===== src/rtl/line_slide_sequencer_pkg.sv =====
// Shared constants and state type for the syzyf column-slide stage.
// OUT_W is tied to 2*IN_W so that every rotation keeps all of the input bits.
package syzyf_slider_pkg;

    localparam int COLS  = 8;
    localparam int IN_W  = 8;
    localparam int OUT_W = 2 * IN_W;
    localparam int STEP  = 2;
    localparam int IDX_W = $clog2(COLS);
    localparam int SH_W  = $clog2(OUT_W) + 1;

    typedef enum logic [0:0] {
        S_LOAD,
        S_DRAIN
    } state_t;

endpackage


===== src/rtl/line_slide_sequencer_if.sv =====
// Column input and slid-column output handshakes of the slide stage.
// The slave modport is the sequencer; the master modport is its environment.
interface line_slide_sequencer_if;
    import syzyf_slider_pkg::*;

    logic             in_valid;
    logic             in_ready;
    logic [IN_W-1:0]  in_data;
    logic             out_valid;
    logic             out_ready;
    logic [OUT_W-1:0] out_data;
    logic [IDX_W-1:0] out_idx;
    logic             out_last;

    modport master (
        output in_valid, in_data, out_ready,
        input  in_ready, out_valid, out_data, out_idx, out_last
    );

    modport slave (
        input  in_valid, in_data, out_ready,
        output in_ready, out_valid, out_data, out_idx, out_last
    );

endinterface


===== src/rtl/line_slide_sequencer_rotator.sv =====
// Combinational rotate-left of a zero-extended column by STEP*idx.
// Doubling the word turns the rotation into a plain shift followed by taking the upper half.
module line_rotator
    import syzyf_slider_pkg::*;
(
    input  logic [OUT_W-1:0] ext,
    input  logic [IDX_W-1:0] idx,
    output logic [OUT_W-1:0] rot
);

    logic [SH_W-1:0]    sh;
    logic [2*OUT_W-1:0] dbl;

    always_comb begin
        sh  = SH_W'(STEP * int'(idx));
        dbl = {ext, ext} << sh;
        rot = dbl[2*OUT_W-1:OUT_W];
    end

endmodule


===== src/rtl/line_slide_sequencer.sv =====
// Column-slide sequencer: loads COLS columns, then drains them as rotated, registered outputs.
// Input and output phases never overlap, so one buffer is sufficient.
module line_slide_sequencer
    import syzyf_slider_pkg::*;
(
    input  logic                  clk,
    input  logic                  rst_n,
    input  logic                  flush,
    line_slide_sequencer_if.slave bus,
    output logic                  busy,
    output logic [15:0]           frame_cnt
);

    localparam logic [IDX_W-1:0] IDX_LAST = IDX_W'(COLS - 1);

    state_t           state_q, state_d;
    logic [IDX_W-1:0] wr_idx_q, wr_idx_d;
    logic [IDX_W-1:0] rd_idx_q, rd_idx_d;
    logic [IN_W-1:0]  buf_q [COLS];
    logic [IN_W-1:0]  buf_d [COLS];
    logic             out_valid_q, out_valid_d;
    logic [OUT_W-1:0] out_data_q, out_data_d;
    logic [IDX_W-1:0] out_idx_q, out_idx_d;
    logic             out_last_q, out_last_d;
    logic [15:0]      frame_cnt_q, frame_cnt_d;

    logic             in_fire;
    logic             out_fire;
    logic             load_done;
    logic [OUT_W-1:0] rot_data;

    assign in_fire   = (state_q == S_LOAD) && bus.in_valid;
    assign out_fire  = out_valid_q && bus.out_ready;
    assign load_done = in_fire && (wr_idx_q == IDX_LAST);

    always_comb begin
        state_d     = state_q;
        wr_idx_d    = wr_idx_q;
        rd_idx_d    = rd_idx_q;
        buf_d       = buf_q;
        frame_cnt_d = frame_cnt_q;
        if (flush) begin
            state_d  = S_LOAD;
            wr_idx_d = '0;
            rd_idx_d = '0;
        end else begin
            case (state_q)
                S_LOAD: begin
                    if (in_fire) begin
                        buf_d[wr_idx_q] = bus.in_data;
                        if (load_done) begin
                            wr_idx_d = '0;
                            rd_idx_d = '0;
                            state_d  = S_DRAIN;
                        end else begin
                            wr_idx_d = wr_idx_q + IDX_W'(1);
                        end
                    end
                end
                S_DRAIN: begin
                    if (out_fire) begin
                        rd_idx_d = rd_idx_q + IDX_W'(1);
                        if (out_last_q) begin
                            rd_idx_d    = '0;
                            state_d     = S_LOAD;
                            frame_cnt_d = frame_cnt_q + 16'd1;
                        end
                    end
                end
                default: state_d = S_LOAD;
            endcase
        end
    end

    // Look ahead at the column that will be presented next so the output stays registered.
    line_rotator u_rotator (
        .ext (OUT_W'(buf_d[rd_idx_d])),
        .idx (rd_idx_d),
        .rot (rot_data)
    );

    always_comb begin
        out_valid_d = out_valid_q;
        out_data_d  = out_data_q;
        out_idx_d   = out_idx_q;
        out_last_d  = out_last_q;
        if (flush) begin
            out_valid_d = 1'b0;
        end else if (load_done || (out_fire && !out_last_q)) begin
            out_valid_d = 1'b1;
            out_data_d  = rot_data;
            out_idx_d   = rd_idx_d;
            out_last_d  = (rd_idx_d == IDX_LAST);
        end else if (out_fire) begin
            out_valid_d = 1'b0;
        end
    end

    always_ff @(posedge clk or negedge rst_n) begin
        if (!rst_n) begin
            state_q     <= S_LOAD;
            wr_idx_q    <= '0;
            rd_idx_q    <= '0;
            buf_q       <= '{default: '0};
            out_valid_q <= 1'b0;
            out_data_q  <= '0;
            out_idx_q   <= '0;
            out_last_q  <= 1'b0;
            frame_cnt_q <= '0;
        end else begin
            state_q     <= state_d;
            wr_idx_q    <= wr_idx_d;
            rd_idx_q    <= rd_idx_d;
            buf_q       <= buf_d;
            out_valid_q <= out_valid_d;
            out_data_q  <= out_data_d;
            out_idx_q   <= out_idx_d;
            out_last_q  <= out_last_d;
            frame_cnt_q <= frame_cnt_d;
        end
    end

    assign bus.in_ready  = (state_q == S_LOAD);
    assign bus.out_valid = out_valid_q;
    assign bus.out_data  = out_data_q;
    assign bus.out_idx   = out_idx_q;
    assign bus.out_last  = out_last_q;
    assign busy          = (state_q != S_LOAD) || (wr_idx_q != '0);
    assign frame_cnt     = frame_cnt_q;

endmodule


===== src/flat_wrapper.sv =====
// flat-port wrapper written by rule: the top's interface ports become plain ports
module line_slide_sequencer_flat import syzyf_slider_pkg::*;
  (clk, rst_n, flush, busy, frame_cnt, bus_in_valid, bus_in_data, bus_out_ready, bus_in_ready, bus_out_valid, bus_out_data, bus_out_idx, bus_out_last);
  line_slide_sequencer_if bus_i ();
  input  logic clk;
  input  logic rst_n;
  input  logic flush;
  output logic busy;
  output logic [15:0] frame_cnt;
  input wire logic [$bits(bus_i.in_valid)-1:0] bus_in_valid;
  input wire logic [$bits(bus_i.in_data)-1:0] bus_in_data;
  input wire logic [$bits(bus_i.out_ready)-1:0] bus_out_ready;
  output wire logic [$bits(bus_i.in_ready)-1:0] bus_in_ready;
  output wire logic [$bits(bus_i.out_valid)-1:0] bus_out_valid;
  output wire logic [$bits(bus_i.out_data)-1:0] bus_out_data;
  output wire logic [$bits(bus_i.out_idx)-1:0] bus_out_idx;
  output wire logic [$bits(bus_i.out_last)-1:0] bus_out_last;
  assign bus_i.in_valid = bus_in_valid;
  assign bus_i.in_data = bus_in_data;
  assign bus_i.out_ready = bus_out_ready;
  assign bus_in_ready = bus_i.in_ready;
  assign bus_out_valid = bus_i.out_valid;
  assign bus_out_data = bus_i.out_data;
  assign bus_out_idx = bus_i.out_idx;
  assign bus_out_last = bus_i.out_last;
  line_slide_sequencer u_core (.clk(clk), .rst_n(rst_n), .flush(flush), .bus(bus_i), .busy(busy), .frame_cnt(frame_cnt));
endmodule

===== config.mk =====
export PLATFORM = sky130hd
export DESIGN_NAME = line_slide_sequencer_flat
export DESIGN_NICKNAME = d
export VERILOG_FILES = /design/src/rtl/line_slide_sequencer_pkg.sv /design/src/rtl/line_slide_sequencer_if.sv /design/src/rtl/line_slide_sequencer_rotator.sv /design/src/rtl/line_slide_sequencer.sv /design/src/flat_wrapper.sv
export SDC_FILE = /design/constraint.sdc
export NUM_CORES = 1
export LEC_CHECK = 0
export ABC_AREA = 0
export CAP_MARGIN = 20
export CELL_PAD_IN_SITES_DETAIL_PLACEMENT = 1
export CELL_PAD_IN_SITES_GLOBAL_PLACEMENT = 1
export CORE_ASPECT_RATIO = 1.1
export CORE_MARGIN = 5
export CORE_UTILIZATION = 41
export DETAILED_ROUTE_END_ITERATION = 8
export GPL_TIMING_DRIVEN = 1
export PLACE_DENSITY = 0.73
export SYNTH_ARGS = -nofsm -noshare
export SYNTH_HDL_FRONTEND = slang
export SYNTH_SLANG_ARGS = --single-unit

===== constraint.sdc =====
create_clock -name clk -period 3.1 [get_ports clk]
set_input_delay 0.31 -clock clk [delete_from_list [all_inputs] [get_ports clk]]
set_output_delay 0.31 -clock clk [all_outputs]
set_load 0.02 [all_outputs]

==> results by group <==
Final layout
  – Fin cells: 907
  – Fin area: 7900 um2
  – Multi-input logic area: 3020 um2
  – Filler instances: 1538
  – Area Growth Syn to Fin: 36.6%
  – # diodes: 0
  – Most frequent cells in the layout: buf_4, dfrtp_1, mux2_2
  – Share of layout cells above drive strength 1: 34.4%
  – Seq. cell area: 2700 um2
  – Commonest non-fill, non-tap cell in the layout: buf_4
  – Final nets: 732

Clock tree
  – Root buf cell: clkbuf_16
  – Reg clk slew, reported paths: 0.08 ns
  – H-tree depth: 3
  – Worst-skew pair later-pin latency: 0.37 ns
  – Clk buf depth: 2
  – Cts bufs inserted: 9
  – CTS tree: built
  – CTS sink count: 108

Synthesis
  – Syn_area_per_cell: 10.4 um2
  – Top_reg_cell synth: dfrtp_1
  – Mapped Area: 5780 um2
  – Mux cell area share after synthesis: 15.2%
  – Post-synth EDFFs: 0
  – Synth warn: 0
  – Main combinational cell family by area after synthesis: simple AND/OR/NAND/NOR gates
  – Synth Area in Adders: 1.08%
  – Syn_nets: 575
  – Synth Register Bits: 108
  – Post-synth ARST share: 100%
  – Post-Synth Simple-Gate Area: 17.1%
  – Synth cell types: 74
  – Area share of xor/xnor cells in the synthesized design: 2.42%
  – Mapped Cells: 557
  – Synth Area in Compound Gates: 14.0%
  – Part of the Yosys area used for sequential elements: 46.8%

Flow run
  – Maxcap violations: 0

Min path
  – Hold crit path type: primary input to asynchronous set/reset pin

Worst setup path
  – Startpoint types: flip-flop
  – Nature of the critical path endpoint: flip-flop
  – Worst setup path startpoint: u_core.wr_idx_q[0]
  – Worst-path maximum fanout: 7
  – Worst endpoint required time: 3.35 ns
  – Worst path arrival time: 3.30 ns
  – CP Class: flip-flop to flip-flop
  – Reg2reg start: u_core.wr_idx_q[0]

Placed design
  – # placed instances: 873
  – Pre-CTS setup slack: -0.521 ns
  – Placed cell area: 7230 um2
  – Dpl hpwl: 14300 um
  – Gpl congestion: 0.907
  – Port buffer count: 51

Routing
  – DRT Pass-1 Iters: 5
  – Per-cell routed wire length: 21.9 um
  – Routed WL: 19900 um
  – Vias: 5189
  – Starting DRT DRC Count: 297
  – Post-route ant nets: 0
  – Drc violations: 0
  – Vias per Instance: 5.72

Pwr
  – Switch Pwr: 0.931 mW
  – Combinational share of power: 17.3%
  – Max VDD drop: 262 uV
  – Sw frac: 26.2%
  – P_leak: 3.63 nW
  – Clock share of power: 38.3%
  – Internal: 2.63 mW
  – Sequential power share: 44.4%
  – Cell Pwr Density: 451 nW/um2

GRT
  – Gr usage total: 24.0%
  – GR peak layer: met2
  – Met1 GRT Util: 30.0%
  – Routing usage on met3: 3.18%
  – GR Overflow Total: 0
  – Antenna violations before repair: 0
  – Largest net degree at the start of global routing: 59
  – GR Layer Usage met2: 40.6%
  – First-pass GRT wire length: 30600 um
  – Vias in the first global route: 5667

Floorplan
  – Placeable Area: 13800 um2
  – Die Wd: 123 um
  – Row count: 45
  – Vert. Die Dim: 135 um
  – Io pins: 52
  – Starting Density: 41.9%
  – Die footprint: 16600 um2

STA
  – Clock skew: 0.0102 ns
  – Worst-margin pin slew: 0.714 ns
  – Pins Over Slew Limit: 0
  – RSZ-0062 raised after global routing: yes
  – Worst setup margin: 0.0556 ns
  – Max Freq: 328 MHz
  – Minimum clock period: 3.04 ns
  – # setup viols final: 0
  – Final Hold Viols: 0
  – Sum Neg Setup Slack: 0 ns
  – Post-route clock period utilization: 98.2%
  – Relative slew margins: 52.4%

Run status
  – Status: complete, no violations
## final timing paths
path | slack (ns) | depth (start not counted) | to
max | 0.06 | 14 | u_core.bus.out_data[10]
min reg2reg | 0.47 | 2 | u_core.bus.out_idx[2]
max reg2reg | 0.06 | 14 | u_core.bus.out_data[10]
min in group clk | 0.47 | 2 | u_core.bus.out_idx[2]
min | 0.002 | 1 | u_core.buf_q[53]
max in group asynchronous | 2.33 | 2 | u_core.bus.out_data[8]
## per-stage QoR
stage	hold slack [ns]	utilization (%)	total power, mW
detailed placement	0.415	52.4	2.18
CTS	0.0258	55.5	3.54
global route	0.0628	57.2	3.69
floorplan	0.0144	-	1.91
finish	0.00248	57.2	3.56
global placement	0.397	52.4	2.15
## metal layers
layer / wire length [um] / vias to the layer above / part of all wire, %
met5: 0 / - / 0
met1: 8430 / 2646 / 42
met3: 705 / 51 / 3.5
li1: - / 2331 / -
met2: 10000 / 161 / 50
met4: 721 / 0 / 3.6
## worst max-delay path, cell delays in order (launching register included)
cell	delay (ns)
dfrtp_1	0.39
ha_1	0.20
ha_2	0.19
buf_4	0.16
a21o_2	0.21
o32ai_2	0.11
nor2_2	0.13
buf_4	0.19
buf_4	0.16
nand2_1	0.08
o32ai_2	0.12
or2_2	0.29
o22a_1	0.22
and3_1	0.20
a221o_1	0.27
## power by group through the flow
stage / Combinational [mW] / Sequential [mW] / Clock, mW
final: 0.616 / 1.58 / 1.36
after global routing: 0.662 / 1.59 / 1.43
after CTS: 0.585 / 1.58 / 1.38
after detailed placement: 0.576 / 1.60 / 0
after global placement: 0.553 / 1.59 / 0
after floorplan: 0.322 / 1.58 / 0
## what timing repair did
| item | 4_1_cts | 5_1_grt |
|---|---|---|
| hold buffers | 0 | 0 |
| gates cloned | 0 | 0 |
| buffers inserted | 2 | 16 |
| pin swaps | 3 | 11 |
| setup endpoints to repair | 11 | 13 |
| gates resized for setup | 19 | 37 |
## layout make-up
| type | instances | area share (%) |
|---|---|---|
| Clock buffer | 9 | 2.85 |
| Clock inverter | 7 | 1.55 |
| Inverter | 17 | 0.887 |
| Multi-Input combinational cell | 402 | 38.3 |
| Sequential cell | 108 | 34.2 |
| Tap cell | 188 | 2.98 |
| Timing Repair Buffer | 176 | 19.2 |
## state kept, by name, indices dropped and copies added (netlist names), 3 cells and up
name / cells
u_core.frame_cnt: 16
u_core.rd_idx_q: 3
u_core.bus.out_idx: 3
u_core.bus.out_data: 16
u_core.wr_idx_q: 3
u_core.buf_q: 64
## kinds of logic after synthesis
family | count (synthesis)
compound gates | 112
mux | 79
flops | 108
fa+ha+maj | 5
buf+inv | 47
simple gates | 190
xor+xnor | 16
## cell usage after synthesis, drive strengths merged, types with 3 or more instances
cell       n  share of area, %
clkbuf    17               1.1
nand2     56               3.8
or3       12               1.3
nand3     18               1.6
a21o       4              0.54
nor3b      3              0.39
o211ai    10               1.3
xor2       3              0.45
xnor2     13               2.0
o21ai     22               2.1
nand2b     6              0.65
buf       13               1.2
mux2      60                12
mux2i     19               3.3
a21oi     22               1.9
nand4      6              0.65
o311ai     4              0.61
nor3      12               1.2
o22ai      3              0.32
and3       9               1.1
and2       5              0.54
a22o       3              0.45
nor2      50               3.3
o32ai      4              0.74
dfrtp    108                47
ha         5               1.1
or2        3              0.32
a32oi      3              0.58
inv       15              0.97
o311a      3              0.52
a31oi      8              0.87
a2111oi    3              0.56
Power figures use the tool's default switching activity.
